==> src/rtl/i2c_temp_sequencer_pkg.sv <==
// Shared command encodings, sensor defaults and address-byte helper for the temperature poller.
// Latency: none, declarations only.
// Backpressure: not applicable.
package i2c_temp_sequencer_pkg;

    typedef enum logic [2:0] {
        CMD_NONE      = 3'd0,
        CMD_START     = 3'd1,
        CMD_WRITE     = 3'd2,
        CMD_READ_ACK  = 3'd3,
        CMD_READ_NACK = 3'd4,
        CMD_STOP      = 3'd5
    } cmd_e;

    localparam logic [6:0] DEV_ADDR_DEF = 7'h4B;
    localparam logic [7:0] REG_PTR_DEF  = 8'h00;

    // I2C address byte: 7-bit address followed by the R/W bit (1 = read).
    function automatic logic [7:0] addr_byte(input logic [6:0] addr, input logic rd);
        return {addr, rd};
    endfunction

endpackage

==> src/rtl/i2c_temp_sequencer_if.sv <==
// Command/response link between the poll sequencer and the byte-level I2C master engine.
// Latency: wires only.
// Backpressure: cmd_valid/cmd_ready on commands; responses are 1-cycle pulses, never stalled.
interface i2c_temp_sequencer_if;
    import i2c_temp_sequencer_pkg::*;

    logic       cmd_valid;
    cmd_e       cmd;
    logic [7:0] cmd_data;
    logic       cmd_ready;
    logic       rsp_valid;
    logic [7:0] rsp_data;
    logic       rsp_nack;

    modport master (
        output cmd_valid, cmd, cmd_data,
        input  cmd_ready, rsp_valid, rsp_data, rsp_nack
    );

    modport slave (
        input  cmd_valid, cmd, cmd_data,
        output cmd_ready, rsp_valid, rsp_data, rsp_nack
    );

endinterface

==> src/rtl/i2c_temp_sequencer_poll_timer.sv <==
// Free-running poll interval counter; tick is high for the single cycle at count POLL_CYCLES-1.
// Latency: first tick POLL_CYCLES cycles after en rises.
// Backpressure: none; ticks are not held for a busy consumer.
module poll_timer #(
    parameter int unsigned POLL_CYCLES = 100_000_000
) (
    input  logic CLK100MHZ,
    input  logic btnC,
    input  logic en,
    output logic tick
);

    localparam int unsigned  CW   = (POLL_CYCLES > 1) ? $clog2(POLL_CYCLES) : 1;
    localparam logic [CW-1:0] LAST = CW'(POLL_CYCLES - 1);

    logic [CW-1:0] cnt;

    // Dropping en parks the count at zero so a re-enable always waits a full interval.
    always_ff @(posedge CLK100MHZ) begin
        if (btnC) begin
            cnt <= '0;
        end else if (!en || cnt == LAST) begin
            cnt <= '0;
        end else begin
            cnt <= cnt + CW'(1);
        end
    end

    assign tick = en && (cnt == LAST);

endmodule

==> src/rtl/i2c_temp_sequencer.sv <==
// Polls the I2C temperature sensor each tick: ptr write, repeated start, 2-byte read; retries on NACK.
// Latency: one command in flight; temp_valid one cycle after the final STOP completes.
// Backpressure: each command is held stable until cmd_ready; the FSM then waits for rsp_valid.
module i2c_temp_sequencer
    import i2c_temp_sequencer_pkg::*;
#(
    parameter logic [6:0]  DEV_ADDR    = DEV_ADDR_DEF,
    parameter logic [7:0]  REG_PTR     = REG_PTR_DEF,
    parameter int unsigned POLL_CYCLES = 100_000_000,
    parameter int unsigned MAX_RETRY   = 3
) (
    input  logic                  CLK100MHZ,
    input  logic                  btnC,
    input  logic                  btnR,
    i2c_temp_sequencer_if.master  bus,
    output logic [15:0]           temp,
    output logic                  temp_valid,
    output logic                  err,
    output logic                  busy
);

    localparam int unsigned   RW        = $clog2(MAX_RETRY + 2);
    localparam logic [RW-1:0] RETRY_MAX = RW'(MAX_RETRY);

    localparam logic [3:0] S_IDLE     = 4'd0;
    localparam logic [3:0] S_START    = 4'd1;
    localparam logic [3:0] S_ADDR_W   = 4'd2;
    localparam logic [3:0] S_PTR      = 4'd3;
    localparam logic [3:0] S_RSTART   = 4'd4;
    localparam logic [3:0] S_ADDR_R   = 4'd5;
    localparam logic [3:0] S_RD_MSB   = 4'd6;
    localparam logic [3:0] S_RD_LSB   = 4'd7;
    localparam logic [3:0] S_STOP     = 4'd8;
    localparam logic [3:0] S_UPDATE   = 4'd9;
    localparam logic [3:0] S_ERR_STOP = 4'd10;

    logic [3:0]    state;
    logic          pending;
    logic [RW-1:0] retry_cnt;
    logic [RW-1:0] retry_nxt;
    logic [7:0]    msb_q;
    logic [7:0]    lsb_q;
    logic          tick;
    logic          cmd_state;
    cmd_e          cmd_sel;
    logic [7:0]    data_sel;

    poll_timer #(
        .POLL_CYCLES (POLL_CYCLES)
    ) u_poll_timer (
        .CLK100MHZ (CLK100MHZ),
        .btnC      (btnC),
        .en        (btnR),
        .tick      (tick)
    );

    always_comb begin
        cmd_state = 1'b1;
        cmd_sel   = CMD_NONE;
        data_sel  = 8'h00;
        case (state)
            S_START, S_RSTART:   cmd_sel = CMD_START;
            S_ADDR_W: begin
                cmd_sel  = CMD_WRITE;
                data_sel = addr_byte(DEV_ADDR, 1'b0);
            end
            S_PTR: begin
                cmd_sel  = CMD_WRITE;
                data_sel = REG_PTR;
            end
            S_ADDR_R: begin
                cmd_sel  = CMD_WRITE;
                data_sel = addr_byte(DEV_ADDR, 1'b1);
            end
            S_RD_MSB:            cmd_sel = CMD_READ_ACK;
            S_RD_LSB:            cmd_sel = CMD_READ_NACK;
            S_STOP, S_ERR_STOP:  cmd_sel = CMD_STOP;
            default:             cmd_state = 1'b0;
        endcase
    end

    // cmd/cmd_data follow the state only, so they cannot move while a request is stalled.
    assign bus.cmd_valid = cmd_state && !pending;
    assign bus.cmd       = cmd_sel;
    assign bus.cmd_data  = data_sel;
    assign retry_nxt     = retry_cnt + RW'(1);

    always_ff @(posedge CLK100MHZ) begin
        if (btnC) begin
            state      <= S_IDLE;
            pending    <= 1'b0;
            retry_cnt  <= '0;
            msb_q      <= 8'h00;
            lsb_q      <= 8'h00;
            temp       <= 16'h0000;
            temp_valid <= 1'b0;
            err        <= 1'b0;
            busy       <= 1'b0;
        end else begin
            temp_valid <= 1'b0;
            if (state == S_IDLE) begin
                if (tick) begin
                    state <= S_START;
                    busy  <= 1'b1;
                end
            end else if (state == S_UPDATE) begin
                temp       <= {msb_q, lsb_q};
                temp_valid <= 1'b1;
                err        <= 1'b0;
                retry_cnt  <= '0;
                state      <= S_IDLE;
            end else if (!cmd_state) begin
                state   <= S_IDLE;
                pending <= 1'b0;
                busy    <= 1'b0;
            end else if (!pending) begin
                if (bus.cmd_ready) begin
                    pending <= 1'b1;
                end
            end else if (bus.rsp_valid) begin
                pending <= 1'b0;
                case (state)
                    S_START:  state <= S_ADDR_W;
                    S_ADDR_W: state <= bus.rsp_nack ? S_ERR_STOP : S_PTR;
                    S_PTR:    state <= bus.rsp_nack ? S_ERR_STOP : S_RSTART;
                    S_RSTART: state <= S_ADDR_R;
                    S_ADDR_R: state <= bus.rsp_nack ? S_ERR_STOP : S_RD_MSB;
                    S_RD_MSB: begin
                        msb_q <= bus.rsp_data;
                        state <= S_RD_LSB;
                    end
                    S_RD_LSB: begin
                        lsb_q <= bus.rsp_data;
                        state <= S_STOP;
                    end
                    S_STOP: begin
                        busy  <= 1'b0;
                        state <= S_UPDATE;
                    end
                    S_ERR_STOP: begin
                        // busy stays up across retries; only the give-up path ends the poll here.
                        if (retry_nxt <= RETRY_MAX) begin
                            retry_cnt <= retry_nxt;
                            state     <= S_START;
                        end else begin
                            err       <= 1'b1;
                            retry_cnt <= '0;
                            busy      <= 1'b0;
                            state     <= S_IDLE;
                        end
                    end
                    default:  state <= S_IDLE;
                endcase
            end
        end
    end

endmodule
==> src/flat_wrapper.sv <==
// flat-port wrapper written by rule: the top's interface ports become plain ports
module i2c_temp_sequencer_flat import i2c_temp_sequencer_pkg::*;
#(
    parameter logic [6:0]  DEV_ADDR    = DEV_ADDR_DEF,
    parameter logic [7:0]  REG_PTR     = REG_PTR_DEF,
    parameter int unsigned POLL_CYCLES = 100_000_000,
    parameter int unsigned MAX_RETRY   = 3
)
  (CLK100MHZ, btnC, btnR, temp, temp_valid, err, busy, bus_cmd_valid, bus_cmd, bus_cmd_data, bus_cmd_ready, bus_rsp_valid, bus_rsp_data, bus_rsp_nack);
  i2c_temp_sequencer_if bus_i ();
  input  logic CLK100MHZ;
  input  logic btnC;
  input  logic btnR;
  output logic [15:0] temp;
  output logic temp_valid;
  output logic err;
  output logic busy;
  output wire logic [$bits(bus_i.cmd_valid)-1:0] bus_cmd_valid;
  output wire logic [$bits(bus_i.cmd)-1:0] bus_cmd;
  output wire logic [$bits(bus_i.cmd_data)-1:0] bus_cmd_data;
  input wire logic [$bits(bus_i.cmd_ready)-1:0] bus_cmd_ready;
  input wire logic [$bits(bus_i.rsp_valid)-1:0] bus_rsp_valid;
  input wire logic [$bits(bus_i.rsp_data)-1:0] bus_rsp_data;
  input wire logic [$bits(bus_i.rsp_nack)-1:0] bus_rsp_nack;
  assign bus_cmd_valid = bus_i.cmd_valid;
  assign bus_cmd = bus_i.cmd;
  assign bus_cmd_data = bus_i.cmd_data;
  assign bus_i.cmd_ready = bus_cmd_ready;
  assign bus_i.rsp_valid = bus_rsp_valid;
  assign bus_i.rsp_data = bus_rsp_data;
  assign bus_i.rsp_nack = bus_rsp_nack;
  i2c_temp_sequencer #(.DEV_ADDR(DEV_ADDR), .REG_PTR(REG_PTR), .POLL_CYCLES(POLL_CYCLES), .MAX_RETRY(MAX_RETRY)) u_core (.CLK100MHZ(CLK100MHZ), .btnC(btnC), .btnR(btnR), .bus(bus_i), .temp(temp), .temp_valid(temp_valid), .err(err), .busy(busy));
endmodule
==> config.mk <==
export PLATFORM = sky130hd
export DESIGN_NAME = i2c_temp_sequencer_flat
export DESIGN_NICKNAME = d
export VERILOG_FILES = /design/src/rtl/i2c_temp_sequencer_pkg.sv /design/src/rtl/i2c_temp_sequencer_if.sv /design/src/rtl/i2c_temp_sequencer_poll_timer.sv /design/src/rtl/i2c_temp_sequencer.sv /design/src/flat_wrapper.sv
export SDC_FILE = /design/constraint.sdc
export NUM_CORES = 1
export LEC_CHECK = 0
export ABC_AREA = 1
export CELL_PAD_IN_SITES_DETAIL_PLACEMENT = 0
export CELL_PAD_IN_SITES_GLOBAL_PLACEMENT = 2
export CORE_MARGIN = 10
export CORE_UTILIZATION = 33
export DETAILED_ROUTE_END_ITERATION = 7
export PLACE_DENSITY_LB_ADDON = 0.1
export SLEW_MARGIN = 10
export SYNTH_ARGS = -nofsm -noshare
export SYNTH_HDL_FRONTEND = slang
export SYNTH_SLANG_ARGS = --single-unit
==> constraint.sdc <==
create_clock -name CLK100MHZ -period 3.2 [get_ports CLK100MHZ]
set_clock_uncertainty 0.15 [all_clocks]
set_input_delay 0.64 -clock CLK100MHZ [delete_from_list [all_inputs] [get_ports CLK100MHZ]]
set_output_delay 0.64 -clock CLK100MHZ [all_outputs]
set_load 0.02 [all_outputs]
==> impl_metrics.csv, run 1 <==
group,metric,value,unit
cells_and_area,mostFrequentLayoutCells,"nand2_1, dfxtp_1, inv_1",
drt,first_pass_iters,4,
status,status,"finished, final reports clean",
clock_network,htree_levels,3,
clock_network,cts_made_buffers,9,
floorplanning,die_width,120,µm
grt,grt_max_degree,41,
clock_network,clock_latency,0.35,ns
drt,detail_route.wirelength,8.03,mm
critical_path,crit_family,"buffers and inverters",
sta,final_hold_viol_count,0,
placed_design,dp_hpwl,5.94,mm
floorplanning,start_util,33.9,%
sta,max_freq,354,MHz
synthesis,synth_cells,453,
cells_and_area,postLayoutCoreUtil,40.7,%
drt,vias_per_cell,4.57,
synthesis,synthXorXnorAreaFrac,3.17,%
critical_path,worstPathMaxFanout,7,
grt,grt_pass1_vias,2774,
floorplanning,die_area,14500,µm²
clock_network,ctsResizeCount,0,
sta,tightest_slew,0.619,ns
sta,fin_crit,2.82,ns
clock_network,clockBufferDepth,2,
cells_and_area,finalNonFillerCells,628,
critical_path,end_kind,"primary output",
synthesis,yosysWarnings,0,
critical_path,critPathSlowestCell,"clkdlybuf4s50_1",
power,swShare,33.3,%
clock_network,clock-sinks,70,
clock_network,cts_setup_buffers,0,
drt,post_drt_wl_per_cell,12.8,µm
cells_and_area,syn_to_final_growth,20.0,%
synthesis,synth_sequential_area_ratio,42.3,%
drt,drt_iter0_drc,128,
grt,track_usage,11.6,%
clock_network,cts_tree,"done",
clock_network,cts-root-buf,"clkbuf_8",
drt,drc,0,
grt,grt-ovfl-total,0,
power,p_total,2.24,mW
grt,antenna_found_initial,0,
sta,max-slew-margin-rel,58.7,%
synthesis,synth-seq-cells,70,
power,p_int,1.50,mW
synthesis,synthSimpleGateAreaFrac,28.8,%
grt,grt_pass1_wl,13.8,mm
synthesis,avgSynthCellArea,7.32,µm²
critical_path,critical_path_class,"reg -> out",
cells_and_area,layout_commonest_cell,"nand2_1",
hold_path,hp-class,"reg -> reg",
sta,rsz0062_at_grt,"false",
sta,slew_violations,0,
sta,setup_viol,0,
synthesis,synth_async_sr_flop_share,0,%
synthesis,synthAdderAreaFrac,1.13,%
drt,vias,2870,
synthesis,synth_top_family_by_area,"simple AND/OR/NAND/NOR gates",
critical_path,critPathMaxStageDelay,0.69,ns
power,power_frac_seq,42.4,%
power,combPwrFrac,25.2,%
synthesis,ys_types,37,
power,switchingPower,0.746,mW
sta,finalSetupTns,0,ns
cells_and_area,drive_above_1_share,9.70,%
clock_network,path_clk_slew,0.07,ns
floorplanning,die_h,120,µm
power,peakVddDrop,0.243,mV
cells_and_area,final_nets,507,
floorplanning,io_pins,45,
critical_path,startpoint_type,"register",
placed_design,place_congestion,0.808,
job,cap_violations,0,
synthesis,synth_compound_area_share,13.7,%
critical_path,critical_path_buf_inv_count,2,
placed_design,portBuffers,41,
placed_design,dp_cells,612,
power,p_leak,1.42,nW
synthesis,synth-edff-count,0,
critical_path,worstPathArrival,2.03,ns
drt,antenna_left,0,
power,p_per_area,564,nW/µm²
critical_path,cp_cell_sequence,"nor2_2 > inv_1 > o21ai_0 > clkdlybuf4s50_1",
synthesis,syn_area,3310,µm²
sta,finalCritPeriodShare,88.3,%
floorplanning,core-area,9770,µm²
synthesis,synthFlopType,"dfxtp_1",
clock_network,postCtsHoldBufs,0,
critical_path,cp.required,2.41,ns
cells_and_area,diodes,0,
synthesis,synthMuxAreaShare,0,%
sta,worst_hold_slack,0.295,ns
floorplanning,num_rows,36,
power,clkPwrFrac,32.4,%
final cells by class:
cell class	count	area, µm²
multi-input cells	305	1560
clock inverters	6	61.3
flip-flops and latches	70	1400
clock buffers	10	138
fillers	1047	5800
well taps	133	166
repair buffers	42	418
inverters	62	233
metrics by stage:
stage,worst slack (ns),area (µm²)
2_1_floorplan,0.912,3320
3_3_place_gp,0.769,3780
3_5_place_dp,0.716,3780
4_1_cts,0.331,3980
5_1_grt,0.0769,3980
6_report,0.376,3980
routing by layer:
metal,wire (µm),track usage (%)
met3,439,3.96
met5,0,0
met4,85,3.62
met2,3300,16.5
met1,4210,15.9
cell usage after synthesis, types with 2 or more instances:
cell type	count	area [µm²]
nand2_1	78	293
dfxtp_1	70	1400
inv_1	57	214
nor2_1	49	184
a21oi_1	34	170
nand3_1	34	170
o21ai_0	27	135
o21ai_1	16	80.1
nor3_1	9	45.0
xor2_1	9	78.8
buf_4	6	45.0
buf_2	5	25.0
inv_2	5	18.8
nand2_2	5	31.3
nor2_2	5	31.3
buf_6	4	45.0
nand3b_1	4	30.0
ha_1	3	37.5
nand4_1	3	18.8
nor2_4	3	33.8
o21ai_2	3	26.3
xnor2_1	3	26.3
a21oi_2	2	17.5
clkbuf_1	2	7.51
nand3_4	2	35.0
nor3_2	2	20.0
nor3b_1	2	15.0
or2_2	2	12.5
kinds of logic after synthesis:
logic type               count (synthesis)
other                                    1
XOR/XNOR                                12
buffers and inverters                   80
adder cells (fa/ha/maj)                  3
flip-flops                              70
AO/OA/AOI/OAI                           85
AND/OR/NAND/NOR                        202
final timing paths:
path,start,endpoint,slack (ns),cells past startpoint
min,u_core.u_poll_timer.cnt[0],u_core.u_poll_timer.cnt[0],0.29,1
max reg2reg,u_core.u_poll_timer.cnt[0],u_core.u_poll_timer.cnt[2],1.15,8
max,u_core.state[3],bus_cmd_data[2],0.38,4
min reg2reg,u_core.u_poll_timer.cnt[0],u_core.u_poll_timer.cnt[0],0.29,1
flip-flops by register name, summed over array words and instances, names as in the netlist, 3 cells and up:
register and flops:
u_core.temp 16, u_core.state 4, u_core.msb_q 8, u_core.u_poll_timer.cnt 27, u_core.lsb_q 8, u_core.retry_cnt 3
power groups by stage:
stage	clock [mW]	combinational, mW	sequential [mW]
after floorplan	0	0.412	0.962
after detailed placement	0	0.575	0.972
final	0.727	0.565	0.951
after global routing	0.790	0.643	0.959
after global placement	0	0.585	0.971
after CTS	0.749	0.577	0.951
worst reg2reg max path, stage by stage (launching register included):
cell     delay [ns]
dfxtp_1        0.32
ha_1           0.23
nand2_1        0.09
nor2_1         0.04
nand2_1        0.15
nor2_1         0.09
nand2_1        0.08
nand3_2        0.47
nor3b_1        0.35
No activity file was read; power rests on OpenSTA's default activity.
==> run 2: changes to the inputs <==
--- a/config.mk
+++ b/config.mk
@@ -9,10 +9,12 @@
 export CELL_PAD_IN_SITES_DETAIL_PLACEMENT = 0
 export CELL_PAD_IN_SITES_GLOBAL_PLACEMENT = 2
 export CORE_MARGIN = 10
-export CORE_UTILIZATION = 33
+export CORE_UTILIZATION = 32
 export DETAILED_ROUTE_END_ITERATION = 7
+export MAX_ROUTING_LAYER = met4
 export PLACE_DENSITY_LB_ADDON = 0.1
 export SLEW_MARGIN = 10
 export SYNTH_ARGS = -nofsm -noshare
 export SYNTH_HDL_FRONTEND = slang
+export SYNTH_HIERARCHICAL = 1
 export SYNTH_SLANG_ARGS = --single-unit
==> constraint.sdc (replaced) <==
create_clock -name CLK100MHZ -period 3.2 [get_ports CLK100MHZ]
set_clock_uncertainty 0.15 [all_clocks]
set_input_delay 0.64 -clock CLK100MHZ [delete_from_list [all_inputs] [get_ports CLK100MHZ]]
set_output_delay 0.64 -clock CLK100MHZ [all_outputs]
set_load 0.1 [all_outputs]
==> run 2 against run 1 <==
- clock power rose by 7.4%
- flip-flop and latch count unchanged
- via count rose by 3.8%
- final cell count grew 9.6%
- global-route usage grew 0.44 points
- final area is 1.6% higher
- combinational power is 44% higher
==> impl_metrics.csv, run 2 <==
group,metric,value,unit
synthesis,synthTopCellsByCount,"nand2_1, nor2_1, dfxtp_1, inv_1, nand3_1",
critical_path,critPathSlowestCell,"dfxtp_1",
hold_path,min_from,"u_core/u_poll_timer/cnt[0]",
hold_path,hold_depth,1,
grt,grt-ovfl-total,0,
critical_path,timing.rr.start,"u_core/u_poll_timer/cnt[0]",
drt,antenna_left,0,
critical_path,cp.required,2.41,ns
grt,gr-usage-met3,4.19,%
grt,grtUsageMet2,20.1,%
grt,track_usage,12.0,%
cells_and_area,layout_commonest_cell,"nand2_1",
power,p_leak,1.68,nW
cells_and_area,mostFrequentLayoutCells,"nand2_1, nor2_1, dfxtp_1",
clock_network,path_clk_slew,0.07,ns
critical_path,critical_path_buf_inv_count,2,
placed_design,portBuffers,41,
synthesis,synth_area_leaders,"dfxtp_1, nand2_1, nor2_1",
drt,post_drt_wl_per_cell,12.0,µm
sta,slew_violations,0,
critical_path,r2r_slack,1.12,ns
clock_network,htree_levels,3,
placed_design,place_congestion,0.749,
drt,drt_iter0_drc,140,
sta,finalCritPeriodShare,79.6,%
sta,worst_hold_slack,0.295,ns
critical_path,worstPathMaxFanout,10,
sta,rsz0062_at_grt,"false",
floorplanning,die_area,15200,µm²
synthesis,synth_async_sr_flop_share,0,%
critical_path,cp_cell_sequence,"nand2_1 > nor2_1 > inv_1 > nand3_1 > buf_4",
grt,grt_busiest_layer,"met2",
sta,fin_crit,2.55,ns
floorplanning,start_util,33.0,%
drt,vias_per_cell,4.33,
synthesis,avgSynthCellArea,6.73,µm²
sta,max_freq,393,MHz
power,peakVddDrop,0.444,mV
synthesis,ys_types,26,
grt,antenna_found_initial,0,
sta,final_hold_viol_count,0,
critical_path,worstPathArrival,1.76,ns
synthesis,synthFlopType,"dfxtp_1",
critical_path,r2r_end,"u_core/state[2]",
critical_path,critical_path_class,"reg -> out",
hold_path,hp-class,"reg -> reg",
floorplanning,num_rows,37,
cells_and_area,final_nets,564,
grt,grt_pass1_vias,3023,
critical_path,ff2ff_path_depth,12,
floorplanning,die_width,123,µm
clock_network,ctsResizeCount,0,
floorplanning,io_pins,45,
cells_and_area,largest_register_ffs,27,
sta,finalSetupTns,0,ns
clock_network,cts_setup_buffers,0,
synthesis,synth-edff-count,0,
synthesis,synth_sequential_area_ratio,41.0,%
sta,setup_viol,0,
critical_path,startpoint_type,"register",
floorplanning,die_h,123,µm
critical_path,end_kind,"primary output",
drt,detail_route.wirelength,8.27,mm
synthesis,synth_cells,508,
clock_network,cts_made_buffers,9,
cells_and_area,drive_above_1_share,14.1,%
synthesis,yosysWarnings,6,
clock_network,clock_latency,0.35,ns
grt,grt_max_degree,37,
power,p_per_area,624,nW/µm²
synthesis,synth-seq-cells,70,
synthesis,syn_area,3420,µm²
clock_network,clock-sinks,70,
critical_path,crit_family,"simple AND/OR/NAND/NOR gates",
placed_design,dp_hpwl,6.11,mm
synthesis,synth_top_area_share,41.0,%
cells_and_area,design_area,4040,µm²
status,status,"finished, final reports clean",
synthesis,yosysMostFrequentCell,"nand2_1",
floorplanning,core-area,10400,µm²
cells_and_area,syn_to_final_growth,18.2,%
cells_and_area,diodes,0,
clock_network,postCtsHoldBufs,0,
placed_design,detailed_place.area,3830,µm²
critical_path,critPathMaxStageDelay,0.52,ns
cells_and_area,max_flop_register,"u_core/u_poll_timer/cnt",
drt,drc,0,
hold_path,worstHoldEndpoint,"u_core/u_poll_timer/cnt[0]",
grt,grt_pass1_wl,14.0,mm
job,cap_violations,0,
clock_network,cts-root-buf,"clkbuf_8",
cells_and_area,reg.largest.list,"u_core/u_poll_timer/cnt x27, u_core/temp x16",
clock_network,clockBufferDepth,2,
drt,first_pass_iters,7,
clock_network,cts_tree,"done",
synthesis,yosysTopAreaCell,"dfxtp_1",
grt,met1_usage,13.3,%
drt,vias,2979,
==> run 2: cell families after synthesis <==
logic type               Yosys count  share of synthesized area [%]
XOR/XNOR                          10                           2.56
adder cells (fa/ha/maj)            3                           1.10
AND/OR/NAND/NOR                  311                           39.5
buffers and inverters             74                           10.0
AO/OA/AOI/OAI                     39                           5.71
other                              1                          0.110
flip-flops                        70                           41.0
==> run 2: area by class of cell <==
class	instances	area, µm²
sequential	70	1400
inverter	58	221
clock buffer	11	131
fill	1166	6330
multi-input combinational	366	1690
tap	136	170
timing repair buffer	42	348
clock inverter	5	83.8
==> run 2: through the flow <==
step | worst slack [ns] | power (mW) | std cells | utilization [%]
finish | 0.653 | 2.52 | 688 | 39.0
CTS | 0.613 | 2.57 | 688 | 39.0
global placement | 0.992 | 1.78 | 672 | 36.9
floorplan | 0.472 | 1.63 | 510 | -
detailed placement | 1.01 | 1.77 | 672 | 36.9
global route | 0.495 | 2.68 | 688 | 39.0
==> run 2: worst max path at each step <==
stage / to / start / cells after the start / slack [ns]
2_1_floorplan: bus_cmd_data[2] / u_core/state[3] / 4 / 0.47
3_3_place_gp: bus_cmd[1] / u_core/state[1] / 5 / 0.99
3_5_place_dp: bus_cmd[1] / u_core/state[1] / 5 / 1.01
4_1_cts: bus_cmd[1] / u_core/state[1] / 5 / 0.61
5_1_grt: bus_cmd[1] / u_core/state[1] / 5 / 0.49
6_report: bus_cmd[1] / u_core/state[1] / 5 / 0.65
==> run 2: routing by layer <==
layer / up-vias / routed length [µm]
met2: 37 / 4050
met5: - / 0
met3: 7 / 331
met1: 1309 / 3800
li1: 1626 / -
met4: 0 / 85
==> run 2: where the power goes <==
part,total (mW),internal [mW],switching [mW]
Combinational,0.813,0.179,0.634
Sequential,0.930,0.896,0.0337
Clock,0.781,0.441,0.340
Total,2.52,1.52,1.01
==> run 3: changes to the inputs <==
--- a/config.mk
+++ b/config.mk
@@ -9,7 +9,7 @@
 export CELL_PAD_IN_SITES_DETAIL_PLACEMENT = 0
 export CELL_PAD_IN_SITES_GLOBAL_PLACEMENT = 2
 export CORE_MARGIN = 10
-export CORE_UTILIZATION = 32
+export CORE_UTILIZATION = 27
 export DETAILED_ROUTE_END_ITERATION = 7
 export MAX_ROUTING_LAYER = met4
 export PLACE_DENSITY_LB_ADDON = 0.1
==> constraint.sdc (replaced) <==
create_clock -name CLK100MHZ -period 2.1 [get_ports CLK100MHZ]
set_clock_uncertainty 0.15 [all_clocks]
set_input_delay 0.42 -clock CLK100MHZ [delete_from_list [all_inputs] [get_ports CLK100MHZ]]
set_output_delay 0.42 -clock CLK100MHZ [all_outputs]
set_load 0.1 [all_outputs]
==> run 3 against run 2 <==
- total power is 84% higher
- via count is 4.4% higher
- non-clock buffer count is 12 higher
- sequential share of layout area is 3.2 points lower
- register-to-register slack worse by 0.90 ns
- count of clock-buffer cells in the layout is 2 lower
- first-iteration DRC count is 9.3% lower
- final cell count is 7.0% higher
- hold slack worse by 0.0026 ns
- global-route usage is 1.2 points lower
- largest power group is now the clock network
==> impl_metrics.csv, run 3 (synthesized netlist as in run 2, its figures left out) <==
group,metric,value,unit
critical_path,crit_family,"buffers and inverters",
grt,grt-ovfl-total,0,
critical_path,worstPathArrival,1.46,ns
cells_and_area,design_area,4490,µm²
sta,setup_ws,0.0736,ns
hold_path,hp-class,"reg -> reg",
floorplanning,die_area,17600,µm²
clock_network,cts_tree,"done",
drt,detail_route.wirelength,8.92,mm
grt,track_usage,10.8,%
critical_path,critPathSlowestCell,"dfxtp_4",
critical_path,critical_path_buf_inv_count,3,
floorplanning,core-area,12500,µm²
cells_and_area,drive_above_1_share,18.6,%
cells_and_area,num-fill-cells,1414,
drt,drt_iter0_drc,127,
drt,top_layer_used,"met4",
cells_and_area,final_nets,576,
drt,first_pass_iters,5,
placed_design,place_congestion,0.790,
drt,vias,3109,
clock_network,cts-root-buf,"clkbuf_16",
power,swShare,37.0,%
grt,grt_max_degree,40,
floorplanning,io_pins,45,
critical_path,cp.required,1.53,ns
placed_design,detailed_place.area,4100,µm²
power,peakVddDrop,0.619,mV
clock_network,clockBufferDepth,2,
floorplanning,die_h,133,µm
cells_and_area,mostFrequentLayoutCells,"nand2_1, nor2_1, dfxtp_1",
clock_network,postCtsHoldBufs,0,
grt,antenna_found_initial,0,
drt,drc,0,
clock_network,cts_made_buffers,9,
power,combPwrFrac,33.7,%
power,p_int,2.93,mW
cells_and_area,diodes,0,
cells_and_area,syn_to_final_growth,31.4,%
sta,fin_crit,2.03,ns
placed_design,dp_hpwl,6.77,mm
drt,wl_met3,313,µm
drt,antenna_left,0,
power,p_total,4.65,mW
grt,grt_pass1_wl,14.9,mm
floorplanning,die_width,133,µm
sta,slew_violations,0,
critical_path,cp_cell_sequence,"nor2_4 > inv_2 > o21ai_4 > buf_12 > buf_12",
critical_path,critical_path_class,"reg -> out",
job,cap_violations,0,
clock_network,path_clk_slew,0.06,ns
floorplanning,start_util,27.3,%
grt,grt_pass1_vias,3025,
cells_and_area,max_flop_register,"u_core/u_poll_timer/cnt",
power,p_leak,1.85,nW
clock_network,clock-sinks,70,
cells_and_area,layout_commonest_cell,"nand2_1",
floorplanning,num_rows,41,
power,switchingPower,1.72,mW
sta,finalCritPeriodShare,96.5,%
power,p_per_area,1040,nW/µm²
power,power_frac_seq,30.8,%
placed_design,portBuffers,41,
sta,rsz0062_at_grt,"true",
sta,final_hold_viol_count,0,
placed_design,dp_slack,0.209,ns
cells_and_area,reg.largest.list,"u_core/u_poll_timer/cnt x27, u_core/temp x16",
critical_path,end_kind,"primary output",
sta,max_freq,493,MHz
drt,post_drt_wl_per_cell,12.1,µm
critical_path,cp_common_cell,"buf_12",
drt,vias_per_cell,4.22,
status,status,"finished, final reports clean",
critical_path,critPathMaxStageDelay,0.37,ns
critical_path,worstPathMaxFanout,5,
sta,setup_viol,0,
drt,wl_met1,3.99,mm
critical_path,startpoint_type,"register",
power,clkPwrFrac,35.5,%
cells_and_area,largest_register_ffs,27,
drt,met2WireLength,4.51,mm
clock_network,htree_levels,3,
clock_network,clock_latency,0.34,ns
## run 3: final timing paths
| check | depth (start not counted) | to | slack (ns) | startpoint |
|---|---|---|---|---|
| setup reg to reg | 12 | u_core/state[2] | 0.22 | u_core/u_poll_timer/cnt[0] |
| hold / removal | 1 | u_core/u_poll_timer/cnt[0] | 0.29 | u_core/u_poll_timer/cnt[0] |
| setup / recovery | 5 | bus_cmd_data[7] | 0.07 | u_core/state[3] |
| hold reg to reg | 1 | u_core/u_poll_timer/cnt[0] | 0.29 | u_core/u_poll_timer/cnt[0] |
## run 3: final cells by class
| cell class | count | area [µm²] | area share [%] |
|---|---|---|---|
| inverters | 58 | 224 | 4.99 |
| clock buffers | 9 | 225 | 5.01 |
| clock inverters | 7 | 96.3 | 2.14 |
| multi-input cells | 366 | 1720 | 38.4 |
| well taps | 172 | 215 | 4.79 |
| repair buffers | 54 | 596 | 13.3 |
| flip-flops and latches | 70 | 1410 | 31.4 |
## run 3: routing by layer
layer	track usage (%)	vias to the layer above
met1	11.7	1405
met4	3.48	0
met5	-	-
met2	18.3	39
met3	3.71	9
li1	-	1656
## run 3: what timing repair did
action	in CTS	in global routing
buffers inserted	1	0
endpoints found under the setup margin	7	11
resized for setup	14	6
pin swaps	1	0
## run 3: power by group through the flow
stage               Combinational [mW]  Sequential [mW]  Clock [mW]
floorplan                         1.03             1.46           0
global placement                  1.51             1.44           0
detailed placement                1.51             1.44           0
CTS                               1.58             1.42        1.72
global route                      1.67             1.44        1.78
finish                            1.57             1.43        1.65
## run 3: through the flow
step                utilization (%)  hold WS [ns]  setup TNS, ns  instances
global route                   35.9         0.319       -0.00321        736
global placement               32.8         0.278              0        719
finish                         35.9         0.293              0        736
detailed placement             32.8         0.290              0        719
CTS                            35.8         0.298              0        736
floorplan                         -         0.267         -0.221        510
==> patch, RTL diff (config.mk and constraints of run 3) <==
`POLL_CYCLES` is set to 100_000_000 in 3 places; all go to 25_000_000.
--- a/src/rtl/i2c_temp_sequencer_poll_timer.sv
+++ b/src/rtl/i2c_temp_sequencer_poll_timer.sv
@@ -2,7 +2,7 @@
 // Latency: first tick POLL_CYCLES cycles after en rises.
 // Backpressure: none; ticks are not held for a busy consumer.
 module poll_timer #(
-    parameter int unsigned POLL_CYCLES = 100_000_000
+    parameter int unsigned POLL_CYCLES = 25_000_000
 ) (
     input  logic CLK100MHZ,
     input  logic btnC,
--- a/src/rtl/i2c_temp_sequencer.sv
+++ b/src/rtl/i2c_temp_sequencer.sv
@@ -6,7 +6,7 @@
 #(
     parameter logic [6:0]  DEV_ADDR    = DEV_ADDR_DEF,
     parameter logic [7:0]  REG_PTR     = REG_PTR_DEF,
-    parameter int unsigned POLL_CYCLES = 100_000_000,
+    parameter int unsigned POLL_CYCLES = 25_000_000,
     parameter int unsigned MAX_RETRY   = 3
 ) (
     input  logic                  CLK100MHZ,
--- a/src/flat_wrapper.sv
+++ b/src/flat_wrapper.sv
@@ -3,7 +3,7 @@
 #(
     parameter logic [6:0]  DEV_ADDR    = DEV_ADDR_DEF,
     parameter logic [7:0]  REG_PTR     = REG_PTR_DEF,
-    parameter int unsigned POLL_CYCLES = 100_000_000,
+    parameter int unsigned POLL_CYCLES = 25_000_000,
     parameter int unsigned MAX_RETRY   = 3
 )
   (CLK100MHZ, btnC, btnR, temp, temp_valid, err, busy, bus_cmd_valid, bus_cmd, bus_cmd_data, bus_cmd_ready, bus_rsp_valid, bus_rsp_data, bus_rsp_nack);
Function: same outputs for any inputs over 10 cycles, from zero or initial values; that may be too few to reach the edited logic, so the function may still have changed.
==> patch against run 3 <==
Routed wire length is 0.84% lower. Combinational power decreased by 3%. Worst setup slack got worse by 41 ps. Area after synthesis is 2.4% lower. Worst hold slack better by 3.0 ps. Total power fell by 1.2%. Maximum frequency down 2.0%. Sequential cell count decreased by 2. Cell area is 3.1% lower. Critical path type unchanged.
==> patch: results <==
[run_status]
status = "finished, final reports clean"

[grt]
track_usage = 0.108
grt_pass1_wl_mm = 14.9
grt_use_met3 = 0.0213
met1_usage = 0.139

[worst_setup_path]
crit_path_max_fanout = 10
cp_top_family = "flip-flops"
crit_arrival_ps = 1500
critPathMaxStageDelay_ps = 480

[pwr]
p_per_area_nw_per_um2 = 1060
vdd_drop_max_uv = 421

[routing]
dr.pass1.iters = 4
wire_per_inst_um = 12.6
drtIter0Drc = 128
vias = 3002

[synthesis]
ys_types = 27
ys_seq_area_frac = 0.408
synth_commonest_cells = "nand2_1 (130), nor2_1 (89), dfxtp_1 (68)"
yosys-top-cells-area = "dfxtp_1 (41%), nand2_1 (15%), nor2_1 (10%)"
syn-instance-count = 485

[placed_design]
post-place-cells = 687
hpwl_mm = 6.65
post-place-ws_ps = 135
gp_congestion = 0.801
placed_cell_area_um2 = 3970

[layout]
final_cells = 703
fillers = 1316
nets = 547

[min_path]
hold_depth = 2

[cts]
cts_setup_buffers = 0
patch: final timing paths:
path / from / endpoint / slack [ps]
worst max-delay path: u_core/state[1] / bus_cmd_data[1] / 30
worst min-delay path: u_core/lsb_q[1] / u_core/temp[1] / 300
worst max register to register: u_core/u_poll_timer/cnt[0] / u_core/state[2] / 170
worst min register to register: u_core/lsb_q[1] / u_core/temp[1] / 300
patch: layout make-up:
cell class,count,area share
clock inverters,5,0.0193
inverters,55,0.0489
clock buffers,11,0.0581
repair buffers,48,0.122
well taps,168,0.0483
multi-input cells,348,0.389
flip-flops and latches,68,0.315
patch: through the flow:
| stage | total power, W | TNS, ps |
|---|---|---|
| after floorplan | 0.00246 | -221 |
| after global placement | 0.00291 | 0 |
| after detailed placement | 0.00290 | 0 |
| after CTS | 0.00464 | 0 |
| after global routing | 0.00482 | -26.7 |
| final | 0.00460 | 0 |
patch: power by group:
group	switching, W	internal [W]	leakage (nW)
sequential	0.0000631	0.00133	0.551
combinational	0.00105	0.000468	1.07
clock	0.000577	0.00111	0.158
total	0.00169	0.00291	1.77
patch: logic make-up (layout without fill, tap and decap cells):
logic type                 Yosys count  after routing  share of synthesized area
AOI/OAI and AO/OA                   42             42                     0.0637
xor gates and xnor gates            10             10                     0.0262
adders and majority gates            3              3                     0.0112
buffers and inverters               71            119                      0.102
DFF                                 68             68                      0.408
other                                1              3                    0.00112
and+or+nand+nor                    290            290                      0.388
patch: routing by layer:
| metal | vias up | part of all wire |
|---|---|---|
| met5 | - | 0 |
| met4 | 0 | 0.015 |
| met3 | 10 | 0.023 |
| met2 | 47 | 0.45 |
| met1 | 1358 | 0.51 |
| li1 | 1587 | - |
patch: repair_timing:
item	CTS	global route
pin swaps	1	1
cloned	0	0
resized for setup	7	10
hold buffers	0	0
endpoints found under the setup margin	7	9
